File: config.mk
export PLATFORM = sky130hd
export DESIGN_NAME = alu_sequencer
export DESIGN_NICKNAME = d
export VERILOG_FILES = /design/src/rtl/alu_sequencer.sv
export SDC_FILE = /design/constraint.sdc
export NUM_CORES = 1
export LEC_CHECK = 0
export ABC_CLOCK_PERIOD_IN_PS = 5420
export BUFFER_PORTS_ARGS = -buffer_cell sky130_fd_sc_hd__buf_2
export CAP_MARGIN = 20
export CORE_UTILIZATION = 46
export CTS_BUF_LIST = sky130_fd_sc_hd__clkbuf_16
export CTS_CLUSTER_SIZE = 14
export DETAILED_ROUTE_END_ITERATION = 10
export HOLD_SLACK_MARGIN = 0.08
export RECOVER_POWER = 25
export SLEW_MARGIN = 10
export SYNTH_ARGS = -nofsm -noshare
export SYNTH_HDL_FRONTEND = slang
export SYNTH_SLANG_ARGS = --single-unit
File: constraint.sdc
create_clock -name clock -period 5.42 [get_ports clock]
set_input_delay 0.813 -clock clock [delete_from_list [all_inputs] [get_ports clock]]
set_output_delay 0.813 -clock clock [all_outputs]
set_load 0.005 [all_outputs]
File: src/rtl/alu_sequencer.sv
// ============================================================================
// alu_sequencer
// ----------------------------------------------------------------------------
// Purpose:
//   Microprogram sequencer that drives an external 8-bit ALU from the issuing
//   side. It holds a host-loaded instruction memory (PROG_DEPTH words of 16
//   bits) and a host-loaded register file (NREGS x 8 bits). A start pulse in
//   IDLE runs the program from PC 0. Each instruction goes through three
//   states:
//     FETCH   - the instruction is fetched.
//     ISSUE   - opcode and operands are presented to the ALU.
//     CAPTURE - the ALU result is written back to the register file.
//   Completion is reported with a one-cycle done pulse.
//
// Instruction word:
//   [15:8] opc    ALU opcode
//   [7:6]  rd     destination register
//   [5:4]  ra     operand A register
//   [3:2]  rb     operand B register
//   [1]    halt   terminate after this instruction
//   [0]    reserved, ignored
//
// Ports:
//   clock       sole clock, rising edge
//   reset       synchronous active-low reset
//   start       begin execution at PC 0 (IDLE only)
//   prog_we     instruction memory write strobe (IDLE only)
//   prog_addr   instruction memory write address
//   prog_data   instruction word to write
//   reg_we      register file host write strobe (IDLE only)
//   reg_addr    register file address for host write and read
//   reg_wdata   host write data
//   reg_rdata   combinational read of reg[reg_addr]
//   alu_opc     opcode to the ALU
//   alu_a       operand A to the ALU
//   alu_b       operand B to the ALU
//   alu_enable  high while an instruction is presented (ISSUE/CAPTURE)
//   alu_z       ALU result
//   busy        high while a program is in progress
//   done        one-cycle pulse when the program terminates
//   pc          current program counter
//   step        single-step resume (only with ALU_SEQ_STEP_EN)
//
// Configuration macro:
//   ALU_SEQ_STEP_EN - adds the step input and a PAUSE state. Each
//                     non-terminating instruction parks in PAUSE until step.
// ============================================================================
module alu_sequencer #(
    parameter int PROG_DEPTH = 16,
    parameter int NREGS      = 4,
    parameter int PC_W       = $clog2(PROG_DEPTH)
) (
    input  logic            clock,
    input  logic            reset,
    input  logic            start,
    input  logic            prog_we,
    input  logic [PC_W-1:0] prog_addr,
    input  logic [15:0]     prog_data,
    input  logic            reg_we,
    input  logic [1:0]      reg_addr,
    input  logic [7:0]      reg_wdata,
    output logic [7:0]      reg_rdata,
    output logic [7:0]      alu_opc,
    output logic [7:0]      alu_a,
    output logic [7:0]      alu_b,
    output logic            alu_enable,
    input  logic [7:0]      alu_z,
    output logic            busy,
    output logic            done,
    output logic [PC_W-1:0] pc
`ifdef ALU_SEQ_STEP_EN
    ,
    input  logic            step
`endif
);

    // Last executable address; reaching it always terminates the program.
    localparam logic [PC_W-1:0] PC_LAST = PC_W'(PROG_DEPTH - 1);

    typedef enum logic [2:0] {
        ST_IDLE    = 3'd0,
        ST_FETCH   = 3'd1,
        ST_ISSUE   = 3'd2,
        ST_CAPTURE = 3'd3,
        ST_DONE    = 3'd4
`ifdef ALU_SEQ_STEP_EN
        ,
        ST_PAUSE   = 3'd5
`endif
    } state_e;

    typedef struct packed {
        logic [7:0] opc;
        logic [1:0] rd;
        logic [1:0] ra;
        logic [1:0] rb;
        logic       halt;
        logic       rsvd;
    } instr_t;

    state_e          state_q,      state_d;
    logic [PC_W-1:0] pc_q,         pc_d;
    logic [1:0]      ir_rd_q,      ir_rd_d;
    logic            ir_halt_q,    ir_halt_d;
    logic [7:0]      regs_q [0:NREGS-1];
    logic [7:0]      regs_d [0:NREGS-1];
    logic [7:0]      alu_opc_q,    alu_opc_d;
    logic [7:0]      alu_a_q,      alu_a_d;
    logic [7:0]      alu_b_q,      alu_b_d;
    logic            alu_enable_q, alu_enable_d;
    logic            busy_q,       busy_d;
    logic            done_q,       done_d;

    // Instruction memory is deliberately not reset: a program survives reset.
    logic [15:0]     imem_q [0:PROG_DEPTH-1];

    instr_t          fetch_s;
    logic            imem_we_s;
    logic            last_instr_s;
    logic            rsvd_unused_s;

    assign fetch_s       = imem_q[pc_q];
    assign rsvd_unused_s = fetch_s.rsvd;
    assign last_instr_s  = ir_halt_q || (pc_q == PC_LAST);

    // Next-state, datapath and registered-output logic of the sequencer.
    always_comb begin
        state_d      = state_q;
        pc_d         = pc_q;
        ir_rd_d      = ir_rd_q;
        ir_halt_d    = ir_halt_q;
        regs_d       = regs_q;
        alu_opc_d    = alu_opc_q;
        alu_a_d      = alu_a_q;
        alu_b_d      = alu_b_q;
        imem_we_s    = 1'b0;

        case (state_q)
            ST_IDLE: begin
                // Both host writes may land in the same cycle.
                if (prog_we) begin
                    imem_we_s = 1'b1;
                end else begin
                    imem_we_s = 1'b0;
                end
                if (reg_we) begin
                    regs_d[reg_addr] = reg_wdata;
                end else begin
                    regs_d[reg_addr] = regs_q[reg_addr];
                end
                if (start) begin
                    pc_d    = {PC_W{1'b0}};
                    state_d = ST_FETCH;
                end else begin
                    state_d = ST_IDLE;
                end
            end

            ST_FETCH: begin
                // Operands are sampled here, on the edge that enters ISSUE, so
                // they stay stable through ISSUE and CAPTURE even when rd
                // aliases ra or rb.
                ir_rd_d   = fetch_s.rd;
                ir_halt_d = fetch_s.halt;
                alu_opc_d = fetch_s.opc;
                alu_a_d   = regs_q[fetch_s.ra];
                alu_b_d   = regs_q[fetch_s.rb];
                state_d   = ST_ISSUE;
            end

            ST_ISSUE: begin
                state_d = ST_CAPTURE;
            end

            ST_CAPTURE: begin
                regs_d[ir_rd_q] = alu_z;
                if (last_instr_s) begin
                    state_d = ST_DONE;
                end else begin
                    pc_d = pc_q + PC_W'(1);
`ifdef ALU_SEQ_STEP_EN
                    state_d = ST_PAUSE;
`else
                    state_d = ST_FETCH;
`endif
                end
            end

            ST_DONE: begin
                state_d = ST_IDLE;
            end

`ifdef ALU_SEQ_STEP_EN
            ST_PAUSE: begin
                if (step) begin
                    state_d = ST_FETCH;
                end else begin
                    state_d = ST_PAUSE;
                end
            end
`endif

            default: begin
                state_d = ST_IDLE;
            end
        endcase

        // The ALU is enabled for exactly the ISSUE and CAPTURE cycles.
        alu_enable_d = (state_d == ST_ISSUE) || (state_d == ST_CAPTURE);
        // done is presented the cycle after DONE; busy covers that cycle too
        // so the host never sees done with busy already low.
        done_d       = (state_q == ST_DONE);
        busy_d       = (state_d != ST_IDLE) || (state_q == ST_DONE);
    end

    // State, register file and output registers with synchronous reset.
    always_ff @(posedge clock) begin
        if (!reset) begin
            state_q      <= ST_IDLE;
            pc_q         <= {PC_W{1'b0}};
            ir_rd_q      <= 2'd0;
            ir_halt_q    <= 1'b0;
            alu_opc_q    <= 8'h00;
            alu_a_q      <= 8'h00;
            alu_b_q      <= 8'h00;
            alu_enable_q <= 1'b0;
            busy_q       <= 1'b0;
            done_q       <= 1'b0;
            for (int i = 0; i < NREGS; i++) begin
                regs_q[i] <= 8'h00;
            end
        end else begin
            state_q      <= state_d;
            pc_q         <= pc_d;
            ir_rd_q      <= ir_rd_d;
            ir_halt_q    <= ir_halt_d;
            alu_opc_q    <= alu_opc_d;
            alu_a_q      <= alu_a_d;
            alu_b_q      <= alu_b_d;
            alu_enable_q <= alu_enable_d;
            busy_q       <= busy_d;
            done_q       <= done_d;
            for (int i = 0; i < NREGS; i++) begin
                regs_q[i] <= regs_d[i];
            end
        end
    end

    // Instruction memory write port; contents are retained across reset.
    always_ff @(posedge clock) begin
        if (imem_we_s) begin
            imem_q[prog_addr] <= prog_data;
        end
    end

    assign reg_rdata  = regs_q[reg_addr];
    assign alu_opc    = alu_opc_q;
    assign alu_a      = alu_a_q;
    assign alu_b      = alu_b_q;
    assign alu_enable = alu_enable_q;
    assign busy       = busy_q;
    assign done       = done_q;
    assign pc         = pc_q;

endmodule

## After elaboration in Yosys (flattened, before gate mapping)

Memories as Yosys holds them, arrays and structs flattened. A register that Yosys moved wholly into a read port is not among the register bits.
Index checks and enable logic that the tools add are counted.

| word-level totals | value |
|---|---|
| logic and storage cells | 74 |
| output and inout bits | 39 |
| memories | 1 |
| memory bits (writable) | 256 |
| flip-flop bits (word level) | 69 |
| input bits | 43 |

Memory list:

| name | depth | bits a word | rd ports | clocked after Yosys merged registers in | write ports | line | RTL |
|---|---|---|---|---|---|---|---|
| imem_q | 16 | 16 | 1 | 1 | 1 | 115 | `logic [15:0] imem_q [0:PROG_DEPTH-1];` |

| operators by class | value |
|---|---|
| reductions and logical operators | 9 |
| muxes and demuxes | 30 |
| $add $sub $neg | 1 |
| order comparisons | 6 |
| eq/ne operators | 9 |
| bitwise logic cells | 4 |

Operator list:

| kind | count |
|---|---|
| $bwmux 32 | 3 |
| $mux 8 | 8 |
| $pmux 32 s2 | 1 |
| $bmux 8 s2 | 3 |
| $demux 8 s2 | 2 |
| $mux 32 | 1 |
| $mux 4 | 4 |
| $eq 3x2->1 const B | 4 |
| $ge 3x3->1 const B | 4 |
| $not 2->3 | 4 |
| $pmux 3 s4 | 1 |
| $pmux 4 s2 | 1 |
| $lt 3x1->1 const B | 2 |
| $mux 1 | 5 |
| $add 4x1->4 const B | 1 |
| $eq 4x4->1 const B | 1 |
| $ne 2x2->1 const B | 2 |
| $eq 3x1->1 const B | 1 |
| $eq 3x3->1 const B | 1 |
| $logic_not 3->1 | 1 |
| $logic_or 1x1->1 | 3 |
| $mux 3 | 1 |
| $reduce_and 3->1 | 1 |
| $reduce_bool 3->1 | 1 |
| 2 further kinds | 3 |

## Depth between registers and ports, before layout

| logic depth | value |
|---|---|
| word-level depth | 8 |
| gate-level depth with buffers | 10 |
| gate-level depth less buffers | 7 |

## Worst setup path after synthesis

Ideal clock, no wire load.

| timing path | value |
|---|---|
| path kind | register -> register |
| start point | reg state_q[0] |
| end point | mem imem_q[0][10] (enable) |
| path slack | 2.417 ns |
| clock period less this slack | 3.003 ns |
| path buffers | 2 |
| data required time | 5.014 ns |
| cell stages (with the launch flop) | 7 |
| arrival | 2.597 ns |
| setup time | 0.406 ns |
| path through | dfxtp_1 clkbuf_1 nor3_1 clkbuf_1 nand2_1 or3_1 nor3_1 |

| on the way | value |
|---|---|
| cells in the longest elaborated chain, start to end | 4 |

Ends and longest elaborated chain:

| element | line | RTL |
|---|---|---|
| start, declared | 101 | `state_e state_q, state_d;` |
| start signal, assigned | 233 | `state_q <= state_d;` |
| $logic_not 3->1 | 138 | `case (state_q)` |
| $mux 1 | 138 |  |
| $mux 1 | 251 | `if (imem_we_s) begin` |
| $mux 1 (implied by the code) | 252 | `imem_q[prog_addr] <= prog_data;` |
| end, declared | 115 |  |

Every way passes these cells.

==> results by group <==
Synth
  • Most frequent cell after synthesis: edfxtp_1
  • Fraction of the mapped netlist area in simple logic gates: 7.635%
  • Largest cells by area after synthesis: edfxtp_1 (56%), mux4_2 (13%), dfxtp_1 (11%)
  • Share of async-settable or async-resettable flops after synthesis: 0%
  • EDFF count, synth: 240
  • Synth cell types: 48
  • Top cells by count, synth: edfxtp_1 (240), dfxtp_1 (73), mux4_2 (72)
  • Yosys reg bits: 313
  • Synth Area in Adders: 0.09789%
  • Most used DFF post-synth: edfxtp_1
  • Syn nets: 817
  • Mapped Area: 12780 µm²
  • Syn_area_per_cell: 16.54 µm²
  • Compound-Gate Fraction of Synth Area: 5.266%
  • Multiplexer area fraction after synthesis: 17.06%
  • Cells after Synth: 773
  • Post-synthesis sequential area ratio: 67.82%
  • Synth Warn #: 0
  • Cell type with the largest total area after synthesis: edfxtp_1
  • XOR/XNOR Fraction of Synth Area: 0.2741%
  • Largest family of logic cells by synthesized area: multiplexers
  • Area fraction of the dominant cell type after synthesis: 56.38%

Worst setup path
  • Crit-path cells: buf_4 > mux2_1 > o221ai_1 > nor2_1 > nor2_4 > mux2i_1 > o221ai_1
  • Worst setup EP type: flop
  • Critical Path Slowest Stage Cell: dfxtp_4
  • WP data arrival: 3.67 ns
  • CP Data Required Time: 5.78 ns
  • Critical path buffers and inverters: 1
  • Cell mode on critical path: o221ai_1
  • CP peak stage delay: 0.94 ns
  • CP delay by family, top: flip-flops
  • CP Max Fanout: 47
  • WS Path Type: flop to flop
  • Critical Path Source Type: flop

Place
  • Setup WS pre-CTS: 1.999 ns
  • Port Buf Inserts: 80
  • Dpl cells: 1205
  • DP HPWL: 18540 µm
  • Placer Congestion: 0.9204
  • Post-Place Cell Area: 13640 µm²

Floorplanning
  • Num rows: 60
  • IO Count: 82
  • Die Width: 168.7 µm
  • Starting density of the core: 47.17%
  • Core area: 27100 µm²
  • Die Ht: 168.7 µm
  • Die ar.: 28460 µm²

Final layout
  • Final nets: 913
  • # fillers: 2137
  • Post-Layout Cell Count: 1267
  • Register Area: 8673 µm²
  • Antenna Cells: 0
  • Multi-input logic area: 3902 µm²
  • Layout cells sized above 1: 24.80%
  • Design Area, Final: 14650 µm²
  • Syn-to-layout area delta: 14.64%

Clock network
  • Max Root-Sink Buffers: 3
  • CTS buffer count: 34
  • Clk_lat worst skew: 0.52 ns
  • Reg clk slew, reported paths: 0.06 ns
  • Post-CTS sizing: 0
  • Post-CTS setup-driven buffer insertion count: 0
  • Clock tree sinks: 313
  • Hold Buf Count CTS: 0
  • H-tree levels: 2
  • Root buffer cell: clkbuf_16
  • TritonCTS clock tree: done

Pwr
  • Pint: 0.004000 W
  • Switch Pwr: 0.001183 W
  • Switching Share: 22.82%
  • Lkg Pwr: 4.890 nW
  • Combinational Power Share: 6.9%
  • Clock share of power: 41.1%
  • Peak VDD IR: 270.1 µV
  • Pwr/cell area: 353.7 nW/µm²
  • Flop pwr share: 52.0%

Drt
  • WL final: 30640 µm
  • TritonRoute pass-1 iters: 6
  • Post-DR vias/cell: 5.883
  • Vias: 7454
  • Routed wire length per instance: 24.18 µm
  • DR iter-0 viols: 801
  • Residual DRC: 0
  • Antenna Nets Post-Route: 0

Min path
  • HP Class: flop to flop

STA
  • Final number of hold-violating endpoints: 0
  • Final setup viols: 0
  • Final WS setup: 2.109 ns
  • Final Skew: 0.01759 ns
  • Final worst path period share: 61.08%
  • F_max: 302.0 MHz
  • RSZ-0062 raised after global routing: no
  • Final Max Tran Viols: 0
  • Max-slew headroom: 34.31%
  • Slew @ Worst Pin: 0.9811 ns
  • Hold_ws: 0.4650 ns
  • Setup TNS: 0 ns
  • Period minus WS final: 3.311 ns

Run
  • Maximum Capacitance Violations: 0

GRT
  • Initial antenna violation count: 0
  • First-pass GRT wire length: 46270 µm
  • Vias in the first global route: 7672
  • Total grt overflow: 0
  • GRT Total Usage: 22.12%
  • Largest net degree at the start of global routing: 57

Outcome
  • Status: complete, no violations
==> cell usage in the layout, fill, tap and decap left out, types with 4 or more instances in the layout <==
cell	instances
a211oi_1	4
a21boi_0	12
a21oi_1	6
a221oi_1	22
a222oi_1	4
and2_1	5
buf_2	67
buf_4	25
clkbuf_1	13
clkbuf_16	35
clkinv_1	8
dfxtp_1	71
edfxtp_1	240
inv_1	14
mux2_2	4
mux2i_1	45
mux4_2	72
nand2_1	61
nand2b_1	5
nand3_1	7
nand3b_1	5
nor2_1	55
nor2b_1	31
nor3_1	5
nor3_2	5
nor3b_1	6
o21ai_0	9
o221ai_1	17
==> sequential cells by signal, summed over array words and instances (netlist names), 2 cells and up, named ones only <==
| register | flops |
|---|---|
| alu_b | 8 |
| pc | 4 |
| alu_opc | 8 |
| alu_a | 8 |
| state_q | 3 |
| ir_rd_q | 2 |
| imem_q | 240 |
| regs_q | 32 |
==> worst min-delay path, stage by stage (launching register included) <==
cell,delay (ns)
dfxtp_1,0.32
nand2_1,0.05
o221ai_1,0.06
==> area by class of cell <==
class                           instances  area share [%]
Timing Repair Buffer                  105           3.902
Tap cell                              372           3.176
Sequential cell                       313           59.19
Clock buffer                           35           5.977
Multi-Input combinational cell        412           26.63
Inverter                                3         0.07684
Clock inverter                         27           1.050
==> stage by stage <==
stage | total power, W | util (%)
global route | 0.005348 | 54.07
finish | 0.005183 | 54.07
global placement | 0.003082 | 50.33
detailed placement | 0.003100 | 50.33
CTS | 0.005228 | 54.13
floorplan | 0.002949 | -
==> power by group through the flow <==
stage | clock network (W) | registers, W | logic (W)
4_1_cts | 0.00218 | 0.00269 | 0.000357
2_1_floorplan | 0 | 0.00272 | 0.000231
3_5_place_dp | 0 | 0.00274 | 0.000355
5_1_grt | 0.00226 | 0.00270 | 0.000384
6_report | 0.00213 | 0.00269 | 0.000355
3_3_place_gp | 0 | 0.00274 | 0.000343
==> cell families (layout without fill, tap and decap cells) <==
| family | count (synthesis) | in the layout |
|---|---|---|
| AND/OR/NAND/NOR | 200 | 200 |
| flip-flops | 313 | 313 |
| AO/OA/AOI/OAI | 83 | 83 |
| multiplexers | 124 | 124 |
| XOR/XNOR | 4 | 4 |
| buffers and inverters | 48 | 170 |
| adder cells (fa/ha/maj) | 1 | 1 |
==> final timing paths <==
| check | from | to | slack, ns | cells past startpoint |
|---|---|---|---|---|
| worst max-delay path | flop | alu_a[1] | 2.11 | 7 |
| worst min-delay path | alu_a[2] | alu_a[2] | 0.47 | 2 |
| worst max register to register | flop | alu_a[1] | 2.11 | 7 |
| worst min register to register | alu_a[2] | alu_a[2] | 0.47 | 2 |
==> metal layers <==
metal	track usage (%)	vias up	wire length, µm
met3	3.951	54	1942
met4	6.443	0	575
li1	-	3276	-
met2	37.66	314	15370
met5	0	-	0
met1	29.15	3810	12750
No activity file was read; power rests on OpenSTA's default activity.
